### config.mk
export PLATFORM = sky130hd
export DESIGN_NAME = serial_ripple_subtractor
export DESIGN_NICKNAME = d
export VERILOG_FILES = /design/src/rtl/sub_pkg.sv /design/src/rtl/serial_ripple_subtractor_half_subtractor.sv /design/src/rtl/serial_ripple_subtractor.sv
export SDC_FILE = /design/constraint.sdc
export NUM_CORES = 1
export LEC_CHECK = 0
export ABC_AREA = 1
export BUFFER_PORTS_ARGS = -buffer_cell sky130_fd_sc_hd__clkbuf_2
export CORE_UTILIZATION = 53
export CTS_CLUSTER_SIZE = 40
export DETAILED_ROUTE_END_ITERATION = 16
export PLACE_DENSITY = 0.78
export SETUP_SLACK_MARGIN = 0.5
export SLEW_MARGIN = 5
export SYNTH_ARGS = -nofsm -noshare
export SYNTH_HDL_FRONTEND = slang
export SYNTH_SLANG_ARGS = --single-unit
### constraint.sdc
create_clock -name clk -period 1.4 [get_ports clk]
set_input_delay 0 -clock clk [delete_from_list [all_inputs] [get_ports clk]]
set_output_delay 0 -clock clk [all_outputs]
set_load 0.02 [all_outputs]
### src/rtl/sub_pkg.sv
// ////////////////////////////////////////////////////////////////////////////
// sub_pkg : state encoding and sizing helpers for the serial ripple subtractor
// Revision: 1.0
// ////////////////////////////////////////////////////////////////////////////
`default_nettype none

package sub_pkg;

   localparam logic [1:0] ST_IDLE = 2'd0;
   localparam logic [1:0] ST_RUN  = 2'd1;
   localparam logic [1:0] ST_DONE = 2'd2;

   typedef enum logic [1:0] {
      IDLE = ST_IDLE,
      RUN  = ST_RUN,
      DONE = ST_DONE
   } state_e;

   // One extra bit so the counter can hold WIDTH itself after the last bit.
   function automatic int cnt_width(input int w);
      return $clog2(w) + 1;
   endfunction

endpackage

`default_nettype wire

### src/rtl/serial_ripple_subtractor_half_subtractor.sv
// ////////////////////////////////////////////////////////////////////////////
// half_subtractor : one-bit x - y, difference and borrow-out
// Revision: 1.0
// ////////////////////////////////////////////////////////////////////////////
`default_nettype none

module half_subtractor (
   input  logic x,
   input  logic y,
   output logic diff,
   output logic bout
);

   assign diff = x ^ y;
   assign bout = ~x & y;

endmodule

`default_nettype wire

### src/rtl/serial_ripple_subtractor.sv
// ////////////////////////////////////////////////////////////////////////////
// serial_ripple_subtractor : bit-serial ina - inb, LSB first, registered borrow
// Revision: 1.0
// ////////////////////////////////////////////////////////////////////////////
`default_nettype none

module serial_ripple_subtractor
   import sub_pkg::*;
#(
   parameter int WIDTH = 8
) (
   input  logic             clk,
   input  logic             rst_n,
   input  logic             in_valid,
   output logic             in_ready,
   input  logic [WIDTH-1:0] ina,
   input  logic [WIDTH-1:0] inb,
   output logic             out_valid,
   input  logic             out_ready,
   output logic [WIDTH-1:0] diff,
   output logic             borrow
);

   localparam int             CW   = cnt_width(WIDTH);
   localparam logic [CW-1:0]  LAST = CW'(WIDTH - 1);

   state_e           state_q,     state_d;
   logic [WIDTH-1:0] a_q,         a_d;
   logic [WIDTH-1:0] b_q,         b_d;
   logic [WIDTH-1:0] diff_q,      diff_d;
   logic [CW-1:0]    cnt_q,       cnt_d;
   logic             br_q,        br_d;
   logic             borrow_q,    borrow_d;
   logic             in_ready_q,  in_ready_d;
   logic             out_valid_q, out_valid_d;

   logic             hs0_diff, hs0_bout;
   logic             cell_diff, hs1_bout;
   logic             cell_bout;

   // Full subtractor cell: (a - b) first, then subtract the stored borrow.
   half_subtractor u_hs0 (
      .x    (a_q[0]),
      .y    (b_q[0]),
      .diff (hs0_diff),
      .bout (hs0_bout)
   );

   half_subtractor u_hs1 (
      .x    (hs0_diff),
      .y    (br_q),
      .diff (cell_diff),
      .bout (hs1_bout)
   );

   assign cell_bout = hs0_bout | hs1_bout;

   always_comb begin
      state_d     = state_q;
      a_d         = a_q;
      b_d         = b_q;
      diff_d      = diff_q;
      cnt_d       = cnt_q;
      br_d        = br_q;
      borrow_d    = borrow_q;
      in_ready_d  = in_ready_q;
      out_valid_d = out_valid_q;

      case (state_q)
         IDLE: begin
            // Operands are only looked at here, so X elsewhere never reaches state.
            if (in_valid) begin
               a_d        = ina;
               b_d        = inb;
               cnt_d      = '0;
               br_d       = 1'b0;
               in_ready_d = 1'b0;
               state_d    = RUN;
            end
         end
         RUN: begin
            a_d    = a_q >> 1;
            b_d    = b_q >> 1;
            diff_d = {cell_diff, diff_q[WIDTH-1:1]};
            br_d   = cell_bout;
            cnt_d  = cnt_q + 1'b1;
            if (cnt_q == LAST) begin
               borrow_d    = cell_bout;
               out_valid_d = 1'b1;
               state_d     = DONE;
            end
         end
         DONE: begin
            if (out_ready) begin
               out_valid_d = 1'b0;
               in_ready_d  = 1'b1;
               state_d     = IDLE;
            end
         end
         default: begin
            out_valid_d = 1'b0;
            in_ready_d  = 1'b1;
            state_d     = IDLE;
         end
      endcase
   end

   always_ff @(posedge clk) begin
      if (!rst_n) begin
         state_q     <= IDLE;
         a_q         <= '0;
         b_q         <= '0;
         diff_q      <= '0;
         cnt_q       <= '0;
         br_q        <= 1'b0;
         borrow_q    <= 1'b0;
         in_ready_q  <= 1'b1;
         out_valid_q <= 1'b0;
      end else begin
         state_q     <= state_d;
         a_q         <= a_d;
         b_q         <= b_d;
         diff_q      <= diff_d;
         cnt_q       <= cnt_d;
         br_q        <= br_d;
         borrow_q    <= borrow_d;
         in_ready_q  <= in_ready_d;
         out_valid_q <= out_valid_d;
      end
   end

   assign in_ready  = in_ready_q;
   assign out_valid = out_valid_q;
   assign diff      = diff_q;
   assign borrow    = borrow_q;

endmodule

`default_nettype wire
==> out/results.ini, run 1 <==
[synthesis]
synth.distinct_cells=16
synth_xor_area_share_pct=0
ys_ff_latch=34
synth_fa_ha_area_share_pct=2.17
syn_inst=224
yosysMostFrequentCell=nand2_1
synth_top_area_cell=dfxtp_1
synth-main-ff-cell=dfxtp_1
ys_top_cells_by_area=dfxtp_1 45%, nand2_1 13%, nor2_1 13%
synth_common_cells=52 x nand2_1, 50 x nor2_1, 34 x dfxtp_1
netlist.area_leader.share_pct=45.4
synthMuxAreaShare_pct=0
yosysSeqAreaShare_pct=45.4
synth-simple-area-share_pct=36.6
synthArstFlopShare_pct=0
synth.cell_area_mm2=0.00150
synth-edff-count=0
syn_nets=246
synth_warnings=0
synth_top_family_by_area=simple AND/OR/NAND/NOR gates
postSynthAreaPerCell_um2=6.70
synth_compound_area_share_pct=7.01

[critical_path]
arrival_ns=1.54
endpoint=b_q[5]
rrSetupSlack_ns=0.17
crit_start=state_q[0]
reg2reg_depth=7
worst_setup_path_end_kind=flip-flop
crit_fanout=9
crit_type=reg -> reg
cp.required_ns=1.71
r2r-end=b_q[5]
crit_path_start_kind=flip-flop
r2r_start=state_q[0]

[power]
ir_worst_vdd_mv=0.987
power_leakage_uw=0.00107
finalPower_uw=2180
power.density_mw_per_mm2=951

[flow_run]
drv_cap=0

[timing]
finalCritPeriodShare_pct=88.2
fmax_mhz=810
drv_slew=0
fin_crit_ns=1.23
clock_skew_ns=0.0105
worst_slew_pin_slew_ns=0.260
finalSetupViolCount=0
finalHoldViolations=2
rsz0062_at_grt=true
worst_hold_slack_ns=-0.0117
tns_ns=0
slew_headroom_pct=82.7

[global_routing]
grt-ovfl-total=0
grt_pass1_vias=1535
gr-usage-all-layers_pct=28.5
antenna_found_initial=0
grt_pass1_wl_um=6870
grt_max_degree=15

[floorplan]
ios=31
initial_core_util_pct=58.4
die_x_um=55.2
core_area_mm2=0.00257
die-height_um=55.2
rows=18
die_area_mm2=0.00305

[place]
dp_hpwl_um=2270
placed_cells=282
portBuffers=30
gp_congestion=0.737

[clock_network]
cts.clk_slew.worst_paths_ns=0.10
insertion_delay_ns=0.36
cts_buffers=5
h-tree-depth=2
cts_root_buffer=clkbuf_4
cts_buffer_depth=2
cts_tree=done
cts_num_sinks=34

[final_layout]
fin_nets=307
areaGrowthSynthToFinish_pct=53.0
n_antenna_cell=0
stdcell_count=316
drive_gt1_share_pct=39.5
n_fill_cell=127

[hold_path]
hold_class=in -> reg
worst_hold_startpoint=ina[4]

[status]
status=complete, but fails checks
failed_checks=negative hold slack

[drt]
wirelength_um=4810
vias_per_cell=5.40
drtIter0Drc=109
drc=0
vias=1705
antenna_left=0
drtPass1Iterations=5
routedWlPerCell_um=15.2

## worst min-delay path by stage
| stage | slack (ns) | end | cells past startpoint |
|---|---|---|---|
| after floorplan | 0.14 | a_q[7] | 2 |
| after global placement | 0.24 | a_q[7] | 3 |
| after detailed placement | 0.24 | b_q[7] | 3 |
| after CTS | 0.01 | a_q[4] | 5 |
| after global routing | 0.02 | state_q[1] | 4 |
| final | -0.01 | a_q[4] | 5 |
## placed cells by master, fill, tap and decap left out, types with 6 or more instances in the layout
| master | Yosys | layout |
|---|---|---|
| nor2_1 | 50 | 47 |
| dlygate4sd3_1 | 0 | 11 |
| buf_4 | 0 | 14 |
| dfxtp_1 | 34 | 22 |
| nand3_1 | 27 | 16 |
| buf_6 | 0 | 7 |
| dfxtp_2 | 0 | 9 |
| nand2_2 | 2 | 6 |
| clkbuf_2 | 0 | 21 |
| nand3_2 | 0 | 11 |
| inv_1 | 21 | 18 |
| o21ai_2 | 0 | 6 |
| a21oi_1 | 10 | 8 |
| nand2_1 | 52 | 45 |
## cells by family (layout without fill, tap and decap cells)
kind of cell / after synthesis / count (layout)
buffers and inverters: 33 / 94
DFF: 34 / 34
AOI/OAI and AO/OA: 21 / 21
adders and majority gates: 2 / 2
and+or+nand+nor: 134 / 135
## timing repair
action | CTS | global route
gates resized for setup | 40 | 23
pin swaps | 18 | 9
endpoints found under the hold margin | 11 | 0
hold buffers | 11 | 0
setup buffers | 6 | 5
gates cloned | 4 | 0
endpoints found under the setup margin | 35 | 44
## where the power goes
group	switching (uW)	internal, uW	total (uW)
Sequential	48.1	1030	1080
Combinational	278	249	527
Clock	337	243	580
Total	663	1520	2180
## registers in the layout, indices dropped and copies added (netlist names)
| register | count |
|---|---|
| a_q | 8 |
| out_valid | 1 |
| borrow | 1 |
| cnt_q | 4 |
| b_q | 8 |
| in_ready | 1 |
| br_q | 1 |
| state_q | 2 |
| diff | 8 |
## per-stage QoR
step | area [um2] | worst slack [ns] | utilization, %
after floorplan | 1640 | 0.274 | -
after global routing | 2300 | 0.0457 | 89.4
after global placement | 1820 | 0.265 | 70.9
after CTS | 2210 | 0.227 | 86.1
after detailed placement | 1820 | 0.215 | 70.9
final | 2300 | 0.165 | 89.4
## per-layer routing
metal / global-route usage, % / routed length [um]
met3: 4.92 / 374
met4: 13.2 / 126
met1: 34.4 / 1860
met5: 0 / 0
met2: 49.2 / 2450
## layout make-up
type                    instances  area (um2)  area share, %
clock buffers                   7        55.1           2.40
clock inverters                 1        5.00          0.218
inverters                      23        93.8           4.09
multi-input cells             158         873           38.0
flip-flops and latches         34         703           30.6
well taps                      30        37.5           1.63
repair buffers                 63         528           23.0
## critical path, cell delays in order, from the launching register on
cell	delay (ns)
dfxtp_4	0.38
buf_12	0.13
nor2_4	0.16
buf_12	0.16
nand3_1	0.09
nand2_1	0.12
nor2_1	0.06
nor2_1	0.08
Note: power is estimated with default switching activity, not from simulation.
==> run 2, diff against run 1 <==
- ABC_AREA: 1 -> default
- CORE_UTILIZATION: 53 -> 52
- PLACE_DENSITY: 0.78 -> 0.77
==> run 2 against run 1 <==
The flow now finishes without violations. Clock skew grew 0.014 ns. Maximum frequency grew 2.0%. Critical path depth shrank 4. Area after synthesis shrank 6.3%. Combinational power shrank 18%. Via count shrank 8.5%. Hold slack gained 0.013 ns. Sequential cell count is the same.
==> out/results.ini, run 2 <==
[global_routing]
grt_pass1_vias=1314
grt_pass1_wl_um=6140
grt-ovfl-total=0
gr-usage-all-layers_pct=30.9
grt_max_degree=17
antenna_found_initial=0

[synthesis]
ys_ff_latch=34
yosysSeqAreaShare_pct=48.4
synth_common_cells=34 x dfxtp_1, 23 x a21oi_1, 19 x nand2_1
ys_top_cells_by_area=dfxtp_1 48%, a21oi_1 8.2%, o2bb2ai_1 6.2%
postSynthAreaPerCell_um2=8.62
synthArstFlopShare_pct=0
synth_top_family_by_area=compound AO/OA/AOI/OAI gates
syn_nets=185
synth-main-ff-cell=dfxtp_1
synthMuxAreaShare_pct=0.712
synth-edff-count=0
synth.distinct_cells=31
netlist.area_leader.share_pct=48.4
synth_warnings=0
synth_compound_area_share_pct=28.6
synth_xor_area_share_pct=0
synth_fa_ha_area_share_pct=2.32
synth_top_area_cell=dfxtp_1
synth-simple-area-share_pct=15.0
syn_inst=163
synth.cell_area_mm2=0.00141
yosysMostFrequentCell=dfxtp_1

[power]
p_int_uw=1410
power_leakage_uw=0.000865
p_comb_share_pct=21.1
p_seq_share_pct=52.5
ir_worst_vdd_mv=0.913
p_sw_uw=641
swShare_pct=31.3
power.density_mw_per_mm2=913
p_clk_share_pct=26.4

[timing]
drv_slew=0
worst_slew_pin_slew_ns=0.564
fin_crit_ns=1.21
slew_headroom_pct=62.4
finalCritPeriodShare_pct=86.4
clock_skew_ns=0.0247
fmax_mhz=826
tns_ns=0
rsz0062_at_grt=true
finalHoldViolations=0
worst_hold_slack_ns=0.00146
finalSetupViolCount=0

[final_layout]
drive_gt1_share_pct=55.5
fin_util_pct=88.8
areaGrowthSynthToFinish_pct=59.5
n_fill_cell=100
n_antenna_cell=0
fin_nets=242
final_cell_mix=23 x dfxtp_1, 23 x buf_4, 20 x clkbuf_2

[floorplan]
die-height_um=54.0
rows=18
initial_core_util_pct=55.7
die_area_mm2=0.00291
die_x_um=54.0
ios=31
core_area_mm2=0.00252

[drt]
vias_per_cell=6.24
antenna_left=0
vias=1560
drc=0
routedWlPerCell_um=20.2
drtPass1Iterations=4
drtIter0Drc=44
wirelength_um=5050

[critical_path]
crit_fanout=8
arrival_ns=1.49
rrSetupSlack_ns=0.19
r2r_start=state_q[0]
crit_path_start_kind=flip-flop
cp.required_ns=1.68
r2r-end=borrow
crit_type=reg -> reg
reg2reg_depth=3
worst_setup_path_end_kind=flip-flop

[flow_run]
drv_cap=0

[hold_path]
min_path_cells=3
hold_class=in -> reg
worst_hold_startpoint=rst_n
min_to=in_ready

[clock_network]
insertion_delay_ns=0.37
cts_num_sinks=34
h-tree-depth=2
cts_root_buffer=clkbuf_4
cts_buffers=5
cts_tree=done
cts.clk_slew.worst_paths_ns=0.12
cts_buffer_depth=2

[status]
status=finished, final reports clean

[place]
portBuffers=30
gp_congestion=0.744
dp_hpwl_um=2030

[run 2: changes by cell type in the layout (fill, tap and decap cells not counted), sizes merged, moves of 4 or more]
cell,change
nand2,-36
nor2,-36
nand3,-25
inv,-20
a21oi,+13
o2bb2ai,+10
clkbuf,-4
dlygate4sd3,-4
o21ai,+4
o22ai,+4
[run 2: logic make-up (layout without fill, tap and decap cells)]
family          Yosys count  count (layout)
buf+inv                  15              70
flops                    34              34
fa+ha+maj                 2               2
mux                       1               1
simple gates             47              48
compound gates           64              65
[run 2: power groups by stage]
stage | Sequential, uW | Combinational (uW) | Clock, uW
2_1_floorplan | 1080 | 181 | 0
3_3_place_gp | 1080 | 222 | 0
3_5_place_dp | 1080 | 230 | 0
4_1_cts | 1060 | 316 | 517
5_1_grt | 1080 | 455 | 566
6_report | 1070 | 432 | 541
[run 2: routing by layer]
layer,wire length (um),vias to the layer above,global-route usage (%)
li1,-,697,-
met4,305,0,13.2
met5,0,-,0
met2,2530,87,52.9
met1,1880,742,35.3
met3,335,34,9.32
[run 2: worst max-delay path by stage]
stage | from | end | slack [ns] | depth (start not counted)
after CTS | b_q[0] | diff[7] | 0.28 | 4
after global routing | state_q[0] | borrow | 0.17 | 3
after floorplan | b_q[0] | diff[7] | 0.34 | 4
after detailed placement | state_q[0] | cnt_q[2] | 0.16 | 3
after global placement | state_q[0] | cnt_q[2] | 0.22 | 3
final | state_q[0] | borrow | 0.19 | 3
[run 2: metrics by stage]
step / area (um2) / cells / total power [uW] / setup slack [ns]
2_1_floorplan: 1480 / 163 / 1260 / 0.341
3_3_place_gp: 1610 / 217 / 1300 / 0.219
3_5_place_dp: 1610 / 217 / 1310 / 0.159
4_1_cts: 2000 / 248 / 1890 / 0.277
5_1_grt: 2240 / 250 / 2100 / 0.171
6_report: 2240 / 250 / 2050 / 0.190
[run 2: worst max-delay path: stages (launching register included)]
cell and delay [ns]:
dfxtp_4 0.49, nand4b_1 0.20, nand2b_4 0.21, o31ai_2 0.22
[run 2: area by class of cell]
class,count,area (um2),area share [%]
Tap cell,30,37.5,1.68
Clock inverter,2,10.0,0.447
Inverter,5,30.0,1.34
Sequential cell,34,699,31.2
Timing Repair Buffer,58,442,19.7
Clock buffer,5,37.5,1.68
Multi-Input combinational cell,116,985,43.9
[run 2: what timing repair did]
item,in CTS,in global routing
hold buffers,7,0
pin swaps,17,15
setup buffers,15,2
gates cloned,2,0
hold endpoints to repair,7,0
resized for setup,38,66
setup endpoints to repair,34,44
==> run 3, diff against run 2 <==
- CORE_UTILIZATION: 52 -> 53
- SYNTH_HIERARCHICAL: default -> 1
==> run 3 against run 2 <==
The flow now finishes with violations (negative hold slack). Worst setup slack worse by 0.0047 ns. Non-clock buffer count down 10. Global-route usage is 6.7 points lower. Sequential share of layout area grew 3.5 points. Hold slack lost 0.0060 ns. Largest cell class unchanged.
==> out/results.ini, run 3 <==
[status]
status=complete, but fails checks
failed_checks=negative hold slack

[timing]
worst_slack_ns=0.185
tns_ns=0
fin_crit_ns=1.21
fmax_mhz=823
finalSetupViolCount=0
finalHoldViolations=1
worst_hold_slack_ns=-0.00450
finalCritPeriodShare_pct=86.8
drv_slew=0
worst_slew_pin_slew_ns=0.561
rsz0062_at_grt=true
slew_headroom_pct=62.6
clock_skew_ns=0.00467

[synthesis]
synth_fa_ha_area_share_pct=2.46
synth-main-ff-cell=dfxtp_1
yosysSeqAreaShare_pct=44.6
synth-simple-area-share_pct=16.6
synth_common_cells=34 x dfxtp_1, 24 x a21oi_1, 23 x nand2_1
synth-edff-count=0
synth_top_family_by_area=compound AO/OA/AOI/OAI gates
yosysMostFrequentCell=dfxtp_1
netlist.area_leader.share_pct=44.6
synth_xor_area_share_pct=0
synthMuxAreaShare_pct=0.656
synth_top_area_cell=dfxtp_1
synth.distinct_cells=34
synth_compound_area_share_pct=29.6
synth.cell_area_mm2=0.00153
synthArstFlopShare_pct=0
syn_nets=202
synth_warnings=6
ys_top_cells_by_area=dfxtp_1 45%, a21oi_1 7.9%, o21ai_0 5.9%
ys_ff_latch=34
syn_inst=179
postSynthAreaPerCell_um2=8.53

[place]
gp_congestion=0.728
dp_hpwl_um=2170
dp_slack_ns=0.106
portBuffers=30

[critical_path]
rrSetupSlack_ns=0.19
r2r-end=br_q
crit_type=reg -> reg
reg2reg_depth=7
cp_slowest_cell=dfxtp_2
crit_start=a_q[0]
crit_fanout=2
max_stage_delay_ns=0.35
cp_cell_sequence=inv_2 -> ha_4 -> inv_2 -> inv_2 -> ha_4 -> o21ai_2 -> a21boi_0
cp.required_ns=1.63
worst_setup_path_end_kind=flip-flop
arrival_ns=1.45
crit_path_start_kind=flip-flop
r2r_start=a_q[0]
crit_top_cell=inv_2
endpoint=br_q

[clock_network]
cts_num_sinks=34
cts_tree=done
cts.clk_slew.worst_paths_ns=0.10
cts_buffer_depth=2
cts_buffers=5
cts_root_buffer=clkbuf_4
h-tree-depth=2
insertion_delay_ns=0.34

[global_routing]
antenna_found_initial=0
grt_pass1_vias=1352
gr-usage-all-layers_pct=24.2
grt-ovfl-total=0
grt_pass1_wl_um=5840
grt_max_degree=28

[final_layout]
n_antenna_cell=0
n_fill_cell=214
final_cell_mix=28 x dfxtp_1, 23 x nand2_1, 23 x clkbuf_2
final_common_cell=dfxtp_1
areaGrowthSynthToFinish_pct=30.7
fin_nets=245
drive_gt1_share_pct=38.1

[power]
power_leakage_uw=0.000843
power.density_mw_per_mm2=991
ir_worst_vdd_mv=0.854

[drt]
vias_per_cell=5.86
routedWlPerCell_um=15.5
antenna_left=0
drtIter0Drc=53
drc=0
wirelength_um=3930
drtPass1Iterations=4
vias=1488

[floorplan]
die-height_um=55.7
rows=19
core_area_mm2=0.00273
ios=31
die_area_mm2=0.00310
initial_core_util_pct=55.8
die_x_um=55.7

[flow_run]
drv_cap=0

[hold_path]
hold_class=in -> reg

## run 3: cell types whose count changed after synthesis, sizes merged, moves of 4 or more
cell and change:
o221ai +8, or3b +8, nor2 -7, o2bb2ai -5, inv +4, nand2 +4
## run 3: cell type report
type,instances,area [um2],area share (%)
multi-input cells,125,862,43.2
flip-flops and latches,34,693,34.8
repair buffers,48,310,15.6
clock buffers,7,55.1,2.76
well taps,31,38.8,1.94
inverters,8,30.0,1.51
clock inverters,1,5.00,0.251
## run 3: worst max-delay path, delay by kind of cell (launching register included)
family	cells	cell delay, ns
adders and majority gates	2	0.38
AOI/OAI and AO/OA	2	0.25
buffers and inverters	3	0.13
DFF	1	0.35
## run 3: what timing repair did
| item | CTS | global route |
|---|---|---|
| pin swaps | 3 | 7 |
| gates cloned | 1 | 0 |
| endpoints found under the setup margin | 34 | 41 |
| gates resized for setup | 13 | 26 |
| buffers inserted | 7 | 4 |
| hold endpoints to repair | 3 | 0 |
| hold buffers | 3 | 0 |
## run 3: per-layer routing
metal / wire length (um) / vias to the layer above / global-route usage (%)
met1: 1670 / 703 / 29.3
met5: 0 / - / 0
li1: - / 729 / -
met2: 1980 / 42 / 39.4
met4: 102 / 0 / 13.6
met3: 181 / 14 / 5.81
## run 3: stage by stage
step	utilization [%]	power, uW	instance area, um2	hold WS [ns]	std cells
after floorplan	-	1270	1600	0.158	179
after global placement	62.9	1320	1720	0.296	231
after detailed placement	62.9	1330	1720	0.310	231
after CTS	69.8	1930	1910	0.00155	250
after global routing	73.0	2060	1990	-0.00592	254
final	73.0	1980	1990	-0.00450	254
## run 3: cell families after synthesis
kind of cell	count (synthesis)
AO/OA/AOI/OAI	70
AND/OR/NAND/NOR	50
flip-flops	34
buffers and inverters	21
adder cells (fa/ha/maj)	3
multiplexers	1
## run 3: power breakdown
group / switching [uW] / internal, uW / leakage [uW]
Sequential: 45.2 / 1020 / 0.000282
Combinational: 171 / 166 / 0.000526
Clock: 330 / 243 / 0.0000353
Total: 546 / 1430 / 0.000843
## run 3: how the worst min path moves through the flow
| stage | from | to | slack (ns) | cells past startpoint |
|---|---|---|---|---|
| after global placement | ina[5] | a_q[5] | 0.30 | 3 |
| after global routing | inb[7] | b_q[7] | -0.006 | 3 |
| after CTS | inb[7] | b_q[7] | 0.002 | 3 |
| final | inb[7] | b_q[7] | -0.004 | 3 |
| after floorplan | rst_n | cnt_q[2] | 0.16 | 2 |
| after detailed placement | ina[5] | a_q[5] | 0.31 | 3 |
